$ cat src/rtl/turbo_pkg.sv
// Shared types and helpers for the turbo decoder block interleaver.
package turbo_pkg;

  typedef enum logic [1:0] {
    EMPTY = 2'd0,
    FILL  = 2'd1,
    FULL  = 2'd2,
    DRAIN = 2'd3
  } bank_state_t;

  localparam logic MODE_INTERLEAVE   = 1'b0;
  localparam logic MODE_DEINTERLEAVE = 1'b1;

  function automatic int bitrev(input int val, input int bits);
    int r;
    r = 0;
    for (int i = 0; i < bits; i++) begin
      if (val[i]) r = r | (1 << (bits - 1 - i));
    end
    return r;
  endfunction

endpackage

$ cat src/rtl/tbi_bank_ram.sv
// One frame buffer: simple dual-port RAM with a registered read port.
module tbi_bank_ram #(
  parameter int DEPTH = 6,
  parameter int DW    = 120,
  parameter int AW    = 3
) (
  input  logic          clk,
  input  logic          we,
  input  logic [AW-1:0] waddr,
  input  logic [DW-1:0] wdata,
  input  logic          re,
  input  logic [AW-1:0] raddr,
  output logic [DW-1:0] rdata
);

  logic [DW-1:0] mem [DEPTH];

  // rdata only moves on re, so it doubles as the held output beat.
  always_ff @(posedge clk) begin
    if (we) mem[waddr] <= wdata;
    if (re) rdata <= mem[raddr];
  end

endmodule

$ cat src/rtl/turbo_block_interleaver.sv
// Ping-pong row/column block interleaver/deinterleaver with bit-reversed lane
// permutation; one bank fills while the other drains.
module turbo_block_interleaver
  import turbo_pkg::*;
#(
  parameter int W         = 30,
  parameter int LANES     = 4,
  parameter int ROWS      = 2,
  parameter int COLS      = 3,
  parameter int LANE_PERM = 1
) (
  input  logic               clk,
  input  logic               rst,
  input  logic               mode,
  input  logic               in_valid,
  output logic               in_ready,
  input  logic [LANES*W-1:0] in_data,
  output logic               out_valid,
  input  logic               out_ready,
  output logic [LANES*W-1:0] out_data,
  output logic               out_last
);

  localparam int DEPTH = ROWS * COLS;
  localparam int AW    = (DEPTH > 1) ? $clog2(DEPTH) : 1;
  localparam int DW    = LANES * W;

  // Handshake: a beat moves on any rising clk where valid && ready; valid
  // never depends on ready, and a presented beat is held until taken.

  bank_state_t   bank_st  [2];
  bank_state_t   bank_nxt [2];
  logic          bank_mode [2];
  logic          wr_ptr, rd_ptr, out_bank, last_q;
  logic [AW-1:0] wr_cnt, rd_inner, rd_outer, rd_addr;
  logic [AW-1:0] inner_max, outer_max, step;
  logic          wr_fire, rd_issue, rd_last, rd_mode;
  logic [DW-1:0] rdata [2];
  logic [DW-1:0] rsel;

  assign in_ready = (bank_st[wr_ptr] == EMPTY) || (bank_st[wr_ptr] == FILL);
  assign wr_fire  = in_valid && in_ready;

  // Interleave walks rows fastest (stride COLS); deinterleave walks columns
  // fastest (stride ROWS). The outer counter restarts the address at outer+1.
  assign rd_mode   = bank_mode[rd_ptr];
  assign inner_max = (rd_mode == MODE_INTERLEAVE) ? AW'(ROWS - 1) : AW'(COLS - 1);
  assign outer_max = (rd_mode == MODE_INTERLEAVE) ? AW'(COLS - 1) : AW'(ROWS - 1);
  assign step      = (rd_mode == MODE_INTERLEAVE) ? AW'(COLS) : AW'(ROWS);

  assign rd_issue = ((bank_st[rd_ptr] == FULL) || (bank_st[rd_ptr] == DRAIN)) &&
                    (!out_valid || out_ready);
  assign rd_last  = (rd_inner == inner_max) && (rd_outer == outer_max);

  always_comb begin
    bank_nxt[0] = bank_st[0];
    bank_nxt[1] = bank_st[1];
    // Read side only touches FULL/DRAIN banks, write side only EMPTY/FILL.
    if (rd_issue) bank_nxt[rd_ptr] = rd_last ? EMPTY : DRAIN;
    if (wr_fire)  bank_nxt[wr_ptr] = (wr_cnt == AW'(DEPTH - 1)) ? FULL : FILL;
  end

  always_ff @(posedge clk) begin
    if (!rst) begin
      bank_st[0]   <= EMPTY;
      bank_st[1]   <= EMPTY;
      bank_mode[0] <= MODE_INTERLEAVE;
      bank_mode[1] <= MODE_INTERLEAVE;
      wr_ptr       <= 1'b0;
      rd_ptr       <= 1'b0;
      wr_cnt       <= '0;
      rd_inner     <= '0;
      rd_outer     <= '0;
      rd_addr      <= '0;
      out_valid    <= 1'b0;
      out_bank     <= 1'b0;
      last_q       <= 1'b0;
    end else begin
      bank_st[0] <= bank_nxt[0];
      bank_st[1] <= bank_nxt[1];
      if (wr_fire) begin
        if (wr_cnt == '0) bank_mode[wr_ptr] <= mode;
        if (wr_cnt == AW'(DEPTH - 1)) begin
          wr_cnt <= '0;
          wr_ptr <= ~wr_ptr;
        end else begin
          wr_cnt <= wr_cnt + AW'(1);
        end
      end
      if (rd_issue) begin
        out_bank <= rd_ptr;
        last_q   <= rd_last;
        if (rd_last) begin
          rd_inner <= '0;
          rd_outer <= '0;
          rd_addr  <= '0;
          rd_ptr   <= ~rd_ptr;
        end else if (rd_inner == inner_max) begin
          rd_inner <= '0;
          rd_outer <= rd_outer + AW'(1);
          rd_addr  <= rd_outer + AW'(1);
        end else begin
          rd_inner <= rd_inner + AW'(1);
          rd_addr  <= rd_addr + step;
        end
      end
      if (rd_issue)       out_valid <= 1'b1;
      else if (out_ready) out_valid <= 1'b0;
    end
  end

  for (genvar b = 0; b < 2; b++) begin : g_bank
    tbi_bank_ram #(.DEPTH(DEPTH), .DW(DW), .AW(AW)) u_ram (
      .clk   (clk),
      .we    (wr_fire && (wr_ptr == 1'(b))),
      .waddr (wr_cnt),
      .wdata (in_data),
      .re    (rd_issue && (rd_ptr == 1'(b))),
      .raddr (rd_addr),
      .rdata (rdata[b])
    );
  end

  assign rsel     = rdata[out_bank];
  assign out_last = out_valid && last_q;

  for (genvar i = 0; i < LANES; i++) begin : g_lane
    localparam int SRC = (LANE_PERM != 0) ? bitrev(i, $clog2(LANES)) : i;
    assign out_data[i*W +: W] = out_valid ? rsel[SRC*W +: W] : '0;
  end

endmodule
$ cat config.mk
export PLATFORM = sky130hd
export DESIGN_NAME = turbo_block_interleaver
export DESIGN_NICKNAME = d
export VERILOG_FILES = /design/src/rtl/turbo_pkg.sv /design/src/rtl/tbi_bank_ram.sv /design/src/rtl/turbo_block_interleaver.sv
export SDC_FILE = /design/constraint.sdc
export NUM_CORES = 2
export LEC_CHECK = 0
export ABC_CLOCK_PERIOD_IN_PS = 39300
export CAP_MARGIN = 5
export CORE_ASPECT_RATIO = 1.2
export CORE_MARGIN = 2
export CORE_UTILIZATION = 65
export CTS_BUF_LIST = sky130_fd_sc_hd__clkbuf_8
export DETAILED_ROUTE_END_ITERATION = 8
export HOLD_SLACK_MARGIN = 0.02
export PLACE_DENSITY = 0.84
export SKIP_CTS_REPAIR_TIMING = 1
export SYNTH_ARGS = -nofsm -noshare
export SYNTH_HDL_FRONTEND = slang
export SYNTH_SLANG_ARGS = --single-unit
$ cat constraint.sdc
create_clock -name clk -period 39.3 [get_ports clk]
set_input_delay 7.86 -clock clk [delete_from_list [all_inputs] [get_ports clk]]
set_output_delay 7.86 -clock clk [all_outputs]
set_load 0.005 [all_outputs]
==> flow_summary.ini <==
[run_status]
run_status = completed

[critical_path]
setup.reg_to_reg.worst_slack_ps = 35100
crit_buf_inv = 2
criticalPathCategory = register to primary output
startpoint = out_bank
worstSetupStartpointType = register
critical_path.reg2reg.endpoint = g_bank[1].u_ram.mem[1][45]
timing.critical_path.cells = buf_12, mux2i_1, nor2b_1, clkdlybuf4s50_1
critical-path-slowest-cell = sky130_fd_sc_hd__dfxtp_4
cp.arrival_ps = 3590
cp_max_fo = 91
critical-path-max-stage-delay_ps = 770
worst_setup_path_end_kind = primary output
register_to_register_path_depth = 5
critical_path_required_ps = 31440
worst_path_dominant_cell_family = buffers and inverters

[sta]
setup-tns-final_ps = 0
finalHoldViolations = 0
finalWorstPathRequiredPeriod_ps = 11450
slew_headroom_pct = 16.03
maxSlewViolCount = 0
setup-violations-final = 0
fin_crit_sh_pct = 29.13
fin_skew_ps = 53.55
fmaxAchievable_mhz = 87.34
rsz0062_at_grt = no
worst_slew_pin_slew_ps = 1259

[logic_synthesis]
synth_enable_flop_cells = 1680
async_flop_share_pct = 0
post_synth_num_cell_types = 37
ys_dominant_reg_cell = sky130_fd_sc_hd__edfxtp_1
synth_fp_nets = 3319
post_synthesis_cells = 3190
yosysSeqAreaShare_pct = 79.31
mappedNetlistArea_um2 = 64190
ys_ff_latch = 1703
avgSynthCellArea_um2 = 20.12
yosys_warnings = 0

[finish]
layout_common_cells = sky130_fd_sc_hd__edfxtp_1, sky130_fd_sc_hd__mux2i_1, sky130_fd_sc_hd__a21oi_1
fin_nets = 3675
syn_to_final_growth_pct = 12.85
layout.cell_area.non_filler_um2 = 72440
post_route_cells_drive_above_1_share_pct = 16.01
filler_cell_count = 5085
mostFrequentLayoutCell = sky130_fd_sc_hd__edfxtp_1

[clock_network]
cts-root-buf = sky130_fd_sc_hd__clkbuf_8
clkSlewWorstSetupHoldPaths_ps = 60
tritoncts = done
clockBufferDepth = 3
cts_num_sinks = 1703
insertion_delay_ps = 920
clock_tree.htree_level_count = 4
cts_buffers = 233

[drt]
detailroute.via_count = 32030
topRoutingLayerUsed = met5
wl_met3_mm = 11.84
first_pass_iters = 6
drt-total-wl_mm = 139.7
drt-wirelength-per-cell_um = 27.78
wl_met1_mm = 49.93
detail-route-antenna-nets = 0
drt-vias-per-instance = 6.369
dr.first_iter.drc_count = 3909
met2RoutedLength_mm = 73.92
remaining_drc_errors = 0

[placed_design]
numPortBuffers = 247
hpwl_mm = 77.60
gp_congestion = 0.7945
placedInstanceArea_um2 = 68060

[pwr]
finalPower_uw = 3406
power_density_nw_per_um2 = 47.02
power.leakage_uw = 0.02221
vdd_ir_drop_max_mv = 0.03843

[global_route]
first_global_vias = 33470
grt_first_pass_wirelength_mm = 207.5
largest_net_degree_at_the_start_of_global_routing = 221
global_route.overflow_total = 0
grt.total_usage_pct = 27.91
grt_antenna_before_repair = 24

[job]
maxcap_viol_count = 0

[floorplanning]
fp.dieArea_um2 = 101300
design.portCount = 248
floorplan.initialDensity_pct = 65.46
chipWidth_um = 290.9
floorplan.die.height_um = 348.3
rows = 126
core_area_um2 = 98060

[min_path]
hold_depth = 2
min_delay_worst_endpoint = bank_mode[0]
worstHoldPathType = register to register
hold_path.startpoint = bank_mode[0]
[sequential cells by signal, indices dropped and copies added (netlist names), named ones only]
register	count
rd_inner	3
out_bank	1
bank_st	2
rd_ptr	1
rd_addr	3
g_bank.u_ram.rdata	240
g_bank.u_ram.mem	1440
rd_outer	3
last_q	1
out_valid	1
wr_ptr	1
bank_mode	2
wr_cnt	3
[synth_stat cells, types with 2 or more instances]
master	count	area [um2]
sky130_fd_sc_hd__nand4_1	4	25.02
sky130_fd_sc_hd__nor4_1	5	31.28
sky130_fd_sc_hd__buf_2	40	200.2
sky130_fd_sc_hd__a21oi_1	254	1271
sky130_fd_sc_hd__mux2i_1	365	3654
sky130_fd_sc_hd__buf_1	14	52.55
sky130_fd_sc_hd__clkbuf_1	112	420.4
sky130_fd_sc_hd__or2_2	3	18.77
sky130_fd_sc_hd__dfxtp_1	23	460.4
sky130_fd_sc_hd__ha_1	4	50.05
sky130_fd_sc_hd__o31ai_1	3	22.52
sky130_fd_sc_hd__edfxtp_1	1680	50450
sky130_fd_sc_hd__mux4_2	240	5405
sky130_fd_sc_hd__or3_1	3	18.77
sky130_fd_sc_hd__inv_1	8	30.03
sky130_fd_sc_hd__a31oi_1	3	18.77
sky130_fd_sc_hd__xor2_1	2	17.52
sky130_fd_sc_hd__nand2_1	14	52.55
sky130_fd_sc_hd__buf_4	3	22.52
sky130_fd_sc_hd__nor2_1	250	938.4
sky130_fd_sc_hd__nor2b_1	122	763.2
sky130_fd_sc_hd__nor3_1	4	20.02
sky130_fd_sc_hd__nor3b_1	4	30.03
sky130_fd_sc_hd__nand3_1	6	30.03
sky130_fd_sc_hd__o21ai_0	8	40.04
sky130_fd_sc_hd__nand2b_1	3	18.77
sky130_fd_sc_hd__or4_1	3	22.52
[how the worst max path moves through the flow]
stage	end	slack [ps]	cells after the start
finish	out_data[30]	27850	4
global route	out_data[30]	27760	4
CTS	out_data[30]	27820	4
detailed placement	g_bank[1].u_ram.mem[0][43]	27490	5
global placement	g_bank[1].u_ram.mem[1][42]	27600	5
floorplan	bank_mode[0]	18810	3
[power by group]
| group | switching (uW) | total, uW | internal, uW | leakage (uW) |
|---|---|---|---|---|
| clock network | 635 | 1260 | 627 | 0.00247 |
| registers | 9.31 | 2030 | 2020 | 0.0154 |
| logic | 74.4 | 110 | 35.7 | 0.00437 |
[cells by family after synthesis]
kind of cell,after synthesis,synth area share [%]
compound gates,271,2.148
xor+xnor,2,0.02729
fa+ha+maj,4,0.07797
buf+inv,177,1.130
flops,1703,79.31
mux,608,14.19
simple gates,425,3.119
[through the flow]
stage	utilization, %	hold slack [ps]	setup WS [ps]	cells
2_1_floorplan	-	432.0	18810	3190
3_3_place_gp	69.41	463.1	27600	4591
3_5_place_dp	69.41	486.6	27490	4591
4_1_cts	73.84	495.4	27820	5016
5_1_grt	73.87	519.5	27760	5026
6_report	73.87	500.9	27850	5029
[cell type report]
class | instances | area, um2 | share of cell area, %
Clock buffer | 237 | 3262 | 4.503
Tap cell | 1280 | 1602 | 2.211
Clock inverter | 188 | 1082 | 1.494
Multi-Input combinational cell | 1310 | 12640 | 17.44
Timing Repair Buffer | 290 | 2858 | 3.945
Inverter | 8 | 40.04 | 0.05527
Sequential cell | 1703 | 50930 | 70.30
Antenna cell | 13 | 32.53 | 0.04491
[worst register-to-register path, cell delays in order, from the launching register on]
cell,delay [ps]
sky130_fd_sc_hd__dfxtp_1,330
sky130_fd_sc_hd__mux2i_1,490
sky130_fd_sc_hd__nand4_1,450
sky130_fd_sc_hd__nor2_4,730
sky130_fd_sc_hd__buf_4,870
sky130_fd_sc_hd__buf_4,870
[metal layers]
layer  vias up  GRT usage [%]
li1      13500              -
met1     16490          36.25
met2      1746          47.71
met3       273          5.107
met4        16          10.60
met5         -              0
Power figures use the tool's default switching activity.
